`config.mk`:
```
export PLATFORM = sky130hd
export DESIGN_NAME = text_link_ctrl
export DESIGN_NICKNAME = d
export VERILOG_FILES = /design/src/rtl/text_link_pkg.sv /design/src/rtl/key_edge_sync.sv /design/src/rtl/text_link_ctrl.sv
export SDC_FILE = /design/constraint.sdc
export NUM_CORES = 1
export LEC_CHECK = 0
export CAP_MARGIN = 30
export CORE_MARGIN = 2
export CORE_UTILIZATION = 45
export CTS_CLUSTER_DIAMETER = 150
export CTS_CLUSTER_SIZE = 25
export DETAILED_ROUTE_END_ITERATION = 16
export GPL_TIMING_DRIVEN = 0
export PLACE_DENSITY = 0.7
export SLEW_MARGIN = 20
export SYNTH_ARGS = -nofsm -noshare
export SYNTH_HDL_FRONTEND = slang
export SYNTH_HIERARCHICAL = 1
export SYNTH_SLANG_ARGS = --single-unit
```
`constraint.sdc`:
```
create_clock -name CLOCK_50 -period 2.7 [get_ports CLOCK_50]
set_input_delay 0.405 -clock CLOCK_50 [delete_from_list [all_inputs] [get_ports CLOCK_50]]
set_output_delay 0.405 -clock CLOCK_50 [all_outputs]
set_load 0.02 [all_outputs]
```
`src/rtl/text_link_pkg.sv`:
```
// rtl/text_link_pkg.sv - shared state encoding and default widths for the text link sequencer
package text_link_pkg;

  typedef enum logic [2:0] {
    IDLE,
    WAIT_INIT,
    READ,
    CAPTURE,
    FLIGHT,
    WRITE,
    DONE
  } link_state_t;

  localparam int DEF_CNT_W = 9;
  localparam int DEF_ERR_W = 16;
  localparam logic [7:0] DEF_TERM_CHAR = 8'h00;
  localparam int LAT_W = 8;
  localparam int RETRY_W = 8;

endpackage

```
`src/rtl/key_edge_sync.sv`:
```
// rtl/key_edge_sync.sv - 2-FF synchroniser on the raw key plus falling-edge detect (go pulse)
module key_edge_sync (
  input  logic CLOCK_50,
  input  logic reset,
  input  logic start_key,
  output logic go
);

  logic sync1, sync2, sync3;

  // Stages reset to 1 so a released key never looks like a press
  always_ff @(posedge CLOCK_50 or negedge reset) begin
    if (!reset) begin
      sync1 <= 1'b1;
      sync2 <= 1'b1;
      sync3 <= 1'b1;
    end else begin
      sync1 <= start_key;
      sync2 <= sync1;
      sync3 <= sync2;
    end
  end

  assign go = sync3 & ~sync2;

endmodule

```
`src/rtl/text_link_ctrl.sv`:
```
// rtl/text_link_ctrl.sv - per-character sequencer pacing read/write strobes through the text link
// Optional resend of fatal characters: TEXT_LINK_RETRY_EN
module text_link_ctrl
  import text_link_pkg::*;
#(
  parameter int         PIPE_LAT  = 4,
  parameter int         MAX_CHARS = 256,
  parameter int         CNT_W     = DEF_CNT_W,
  parameter int         ERR_W     = DEF_ERR_W,
  parameter logic [7:0] TERM_CHAR = DEF_TERM_CHAR,
  parameter int         MAX_RETRY = 3
) (
  input  logic             CLOCK_50,
  input  logic             reset,
  input  logic             start_key,
  input  logic             init_done,
  input  logic [7:0]       src_char,
  input  logic             err_corrected,
  input  logic             err_detected,
  input  logic             err_fatal,
  output logic             start_read,
  output logic             start_write,
  output logic             busy,
  output logic             done,
  output logic [CNT_W-1:0] char_count,
  output logic [ERR_W-1:0] corr_count,
  output logic [ERR_W-1:0] fatal_count
`ifdef TEXT_LINK_RETRY_EN
  ,
  output logic             replay
`endif
);

  link_state_t      state_q, state_d;
  logic [LAT_W-1:0] lat_cnt_q;
  logic [7:0]       last_char_q;
  logic             go;
  logic             clr, cap, samp, commit;
`ifdef TEXT_LINK_RETRY_EN
  logic               retry;
  logic [RETRY_W-1:0] retry_cnt_q;
  logic               replay_q;
`endif

  key_edge_sync u_key (
    .CLOCK_50  (CLOCK_50),
    .reset     (reset),
    .start_key (start_key),
    .go        (go)
  );

  always_ff @(posedge CLOCK_50 or negedge reset) begin
    if (!reset) state_q <= IDLE;
    else        state_q <= state_d;
  end

  // Losing init_done anywhere between READ and WRITE abandons the character
  always_comb begin
    state_d = state_q;
    clr     = 1'b0;
    cap     = 1'b0;
    samp    = 1'b0;
    commit  = 1'b0;
`ifdef TEXT_LINK_RETRY_EN
    retry   = 1'b0;
`endif
    case (state_q)
      IDLE, DONE: begin
        if (go) begin
          clr     = 1'b1;
          state_d = WAIT_INIT;
        end
      end
      WAIT_INIT: begin
        if (init_done) state_d = READ;
      end
      READ: begin
        state_d = init_done ? CAPTURE : WAIT_INIT;
      end
      CAPTURE: begin
        if (!init_done) state_d = WAIT_INIT;
        else begin
          cap     = 1'b1;
          state_d = FLIGHT;
        end
      end
      FLIGHT: begin
        if (!init_done) state_d = WAIT_INIT;
        else if (lat_cnt_q == '0) begin
          samp = 1'b1;
`ifdef TEXT_LINK_RETRY_EN
          if (err_fatal && (retry_cnt_q < RETRY_W'(MAX_RETRY))) begin
            retry   = 1'b1;
            state_d = READ;
          end else
`endif
            state_d = WRITE;
        end
      end
      WRITE: begin
        if (!init_done) state_d = WAIT_INIT;
        else begin
          commit = 1'b1;
          if ((last_char_q == TERM_CHAR) ||
              ((char_count + CNT_W'(1)) == CNT_W'(MAX_CHARS)))
            state_d = DONE;
          else
            state_d = READ;
        end
      end
      default: state_d = IDLE;
    endcase
  end

  assign start_read  = (state_q == READ) && init_done;
  assign start_write = (state_q == WRITE) && init_done;
  assign busy        = (state_q != IDLE) && (state_q != DONE);
  assign done        = (state_q == DONE);

  always_ff @(posedge CLOCK_50 or negedge reset) begin
    if (!reset) begin
      lat_cnt_q   <= '0;
      last_char_q <= '0;
      char_count  <= '0;
    end else begin
      if (cap) begin
        lat_cnt_q   <= LAT_W'(PIPE_LAT - 1);
        last_char_q <= src_char;
      end else if (state_q == FLIGHT && lat_cnt_q != '0) begin
        lat_cnt_q <= lat_cnt_q - LAT_W'(1);
      end
      if (clr)         char_count <= '0;
      else if (commit) char_count <= char_count + CNT_W'(1);
    end
  end

  // Fatal wins over corrected/detected; both counters stick at all-ones
  always_ff @(posedge CLOCK_50 or negedge reset) begin
    if (!reset) begin
      corr_count  <= '0;
      fatal_count <= '0;
    end else if (clr) begin
      corr_count  <= '0;
      fatal_count <= '0;
    end else if (samp) begin
      if (err_fatal) begin
        if (fatal_count != '1) fatal_count <= fatal_count + ERR_W'(1);
      end else if (err_corrected || err_detected) begin
        if (corr_count != '1) corr_count <= corr_count + ERR_W'(1);
      end
    end
  end

`ifdef TEXT_LINK_RETRY_EN
  always_ff @(posedge CLOCK_50 or negedge reset) begin
    if (!reset) begin
      retry_cnt_q <= '0;
      replay_q    <= 1'b0;
    end else begin
      if (clr || commit) retry_cnt_q <= '0;
      else if (retry)    retry_cnt_q <= retry_cnt_q + RETRY_W'(1);
      if (retry)            replay_q <= 1'b1;
      else if (clr || cap)  replay_q <= 1'b0;
    end
  end

  assign replay = start_read && replay_q;
`endif

endmodule
```
==> flow_summary.ini <==
[run_status]
status = finished, final reports clean

[detailed_routing]
via_per_inst = 5.464
drt_wl_total_um = 7617
vias = 2918
wl_per_cell_um = 14.26
ant_nets = 0
firstDrtPassIters = 4
drc = 0
drt_iter0_drc = 136

[cts]
ctsHtreeMaxLevel = 3
numCtsBuffers = 9
cts_buffer_depth = 2
clkLatencyLatePin_ns = 0.34
clkTransAtPathRegs_ns = 0.07
tritoncts = yes
cts_sinks = 63
clock_tree.root_cell = clkbuf_8

[worst_hold_path]
hold_depth = 0
hold_path.class = flip-flop to flip-flop
hp-start = u_key/sync1
hold_path_end = u_key/sync2

[pwr]
vdd_drop_max_v = 0.0003536
p_leak_nw = 1.801
cellPowerDensity_mw_per_mm2 = 630.9

[sta]
timing.fmax_ghz = 0.4016
worst_pin_slew_ns = 0.5787
fin_crit_sh_pct = 92.22
hold_slack_ns = 0.3565
hold_viol_final = 0
fin_crit_ns = 2.490
rsz0062_at_grt = no
fin_skew_ns = 0.01007
slew_headroom_pct = 61.32
fin_setup_tns_ns = 0
drv_slew = 0
setup_viol = 0

[global_route]
grtUsageTotal_pct = 19.80
grt_pass1_wl_um = 13390
grt_start_max_net_pins = 38
antenna_found_initial = 0
grt_pass1_vias = 2804
overflow = 0

[critical_path]
cp.arrival_ns = 2.08
reg2reg_to = fatal_count[14]
path_cells = buf_2 > nor2b_1 > nand3_1 > clkinv_1 > clkdlybuf4s50_1
critPathKind = flip-flop to output port
cp-start-kind = flip-flop
reg2reg_depth = 7
max_stage_delay_ns = 0.63
cp.buffers_inverters = 3
crit_path_top_delay_cell = clkdlybuf4s50_1
critical-path-top-delay-family = buffers and inverters
r2r_start = lat_cnt_q[0]
ff2ff_setup_slack_ns = 0.54
end_kind = output port
required_ns = 2.30
cp_max_fo = 10

[synth]
synth_fp_nets = 379
yosys.area_share.simple_pct = 29.18
synth-compound-area-share_pct = 12.38
netlist_area_sq_mm = 0.003417
synth_edf_count = 0
synth.area.top_cells = dfrtp_1 (44%), nand2_1 (5.6%), nor2_1 (4.4%), xnor2_1 (4.4%), nand3_1 (2.9%)
yosys.area.top_type = dfrtp_1
synthAdderAreaFrac_pct = 1.831
async_reset_ff_share_pct = 100.0
synth_xor_area_share_pct = 6.408
synth-seq-cells = 63
synthMuxAreaShare_pct = 1.465
synth_top_family_by_area = simple AND/OR/NAND/NOR gates
synthFlopType = dfrtp_1
synthCells = 359
synth.avg_cell_area_sq_um = 9.518
ys_types = 58
ys.warnings.count = 6
synth_top_area_share_pct = 43.94
seq_area_frac_synth_pct = 46.25

[die]
start_util_pct = 46.86
die_h_um = 91.14
io_pins = 60
design.die.area_sq_mm = 0.008307
die_w_um = 91.14
core_area_sq_mm = 0.007292
placementRows = 31

[layout]
drive_gt1_share_pct = 10.57
final_common_cell = dfrtp_1
final_cell_mix = dfrtp_1 (60), clkdlybuf4s50_1 (57), nand2_1 (51)
stdcell_area_sq_mm = 0.004358
diodes = 0
syn2layout_area_growth_pct = 27.54
layout.nets = 450

[placement]
io_buffer_count = 58
place_area_sq_mm = 0.004139
place_congestion = 0.8284
post-dp-hpwl_um = 5417

[run]
maxCapViolCount = 0
through the flow:
stage	total power [W]	setup slack, ns	utilization [%]	instances
floorplan	0.001669	0.7875	-	359
global placement	0.001878	-0.8991	56.52	516
detailed placement	0.001903	0.4794	56.76	517
CTS	0.002780	0.1911	59.76	534
global route	0.002938	0.05830	59.76	534
finish	0.002750	0.2100	59.76	534
layout make-up:
type | instances | area (sq um)
Clock buffer | 13 | 168.9
Timing Repair Buffer | 60 | 608.1
Clock inverter | 3 | 40.04
Multi-Input combinational cell | 276 | 1752
Inverter | 8 | 30.03
Sequential cell | 63 | 1580
Buffer | 12 | 55.05
Fill cell | 675 | 2934
Tap cell | 99 | 123.9
cells in the mapped netlist (6+ instances only):
| master | number |
|---|---|
| o21ai_0 | 20 |
| a21oi_1 | 10 |
| nand4_1 | 12 |
| and3_1 | 10 |
| a31oi_1 | 6 |
| xnor2_1 | 17 |
| nand2_1 | 51 |
| nand3_1 | 20 |
| a211oi_2 | 6 |
| xor2_1 | 8 |
| inv_1 | 7 |
| nor3_1 | 7 |
| clkbuf_1 | 8 |
| dfrtp_1 | 60 |
| nor2_1 | 40 |
layer usage:
layer	global-route usage [%]	vias to the layer above	wire length [um]
met5	0	-	0
met4	7.576	0	109
met3	5.228	13	277
met2	30.99	59	3625
met1	26.32	1407	3605
li1	-	1439	-
report_power, final:
group | switching, W | internal, W
combinational | 0.000411 | 0.000261
clock | 0.000363 | 0.000500
sequential | 0.000128 | 0.00109
total | 0.000901 | 0.00185
cells by family after synthesis:
family                     Yosys count
buffers and inverters               20
DFF                                 63
and+or+nand+nor                    181
xor gates and xnor gates            25
adders and majority gates            5
muxes                                5
AOI/OAI and AO/OA                   60
worst max-delay path by stage:
stage                     depth (start not counted)  slack (ns)         start              to
after floorplan                                   7        0.79  lat_cnt_q[0]   corr_count[7]
after global placement                            1       -0.90         reset  fatal_count[3]
after detailed placement                          6        0.48     err_fatal  corr_count[13]
after CTS                                         5        0.19    state_q[2]     start_write
after global routing                              5        0.06    state_q[1]     start_write
final                                             5        0.21    state_q[2]     start_write
state kept, by name (all words and copies together) (netlist names):
register	cells
corr_count	16
fatal_count	16
char_count	9
last_char_q	8
lat_cnt_q	8
state_q	3
u_key/sync1	1
u_key/sync2	1
u_key/sync3	1
timing repair:
| item | 4_1_cts | 5_1_grt |
|---|---|---|
| resized for setup | 0 | 0 |
| hold buffers | 1 | 0 |
| buffers inserted | 0 | 0 |
| endpoints found under the hold margin | 23 | 0 |
Note: power is estimated with default switching activity, not from simulation.
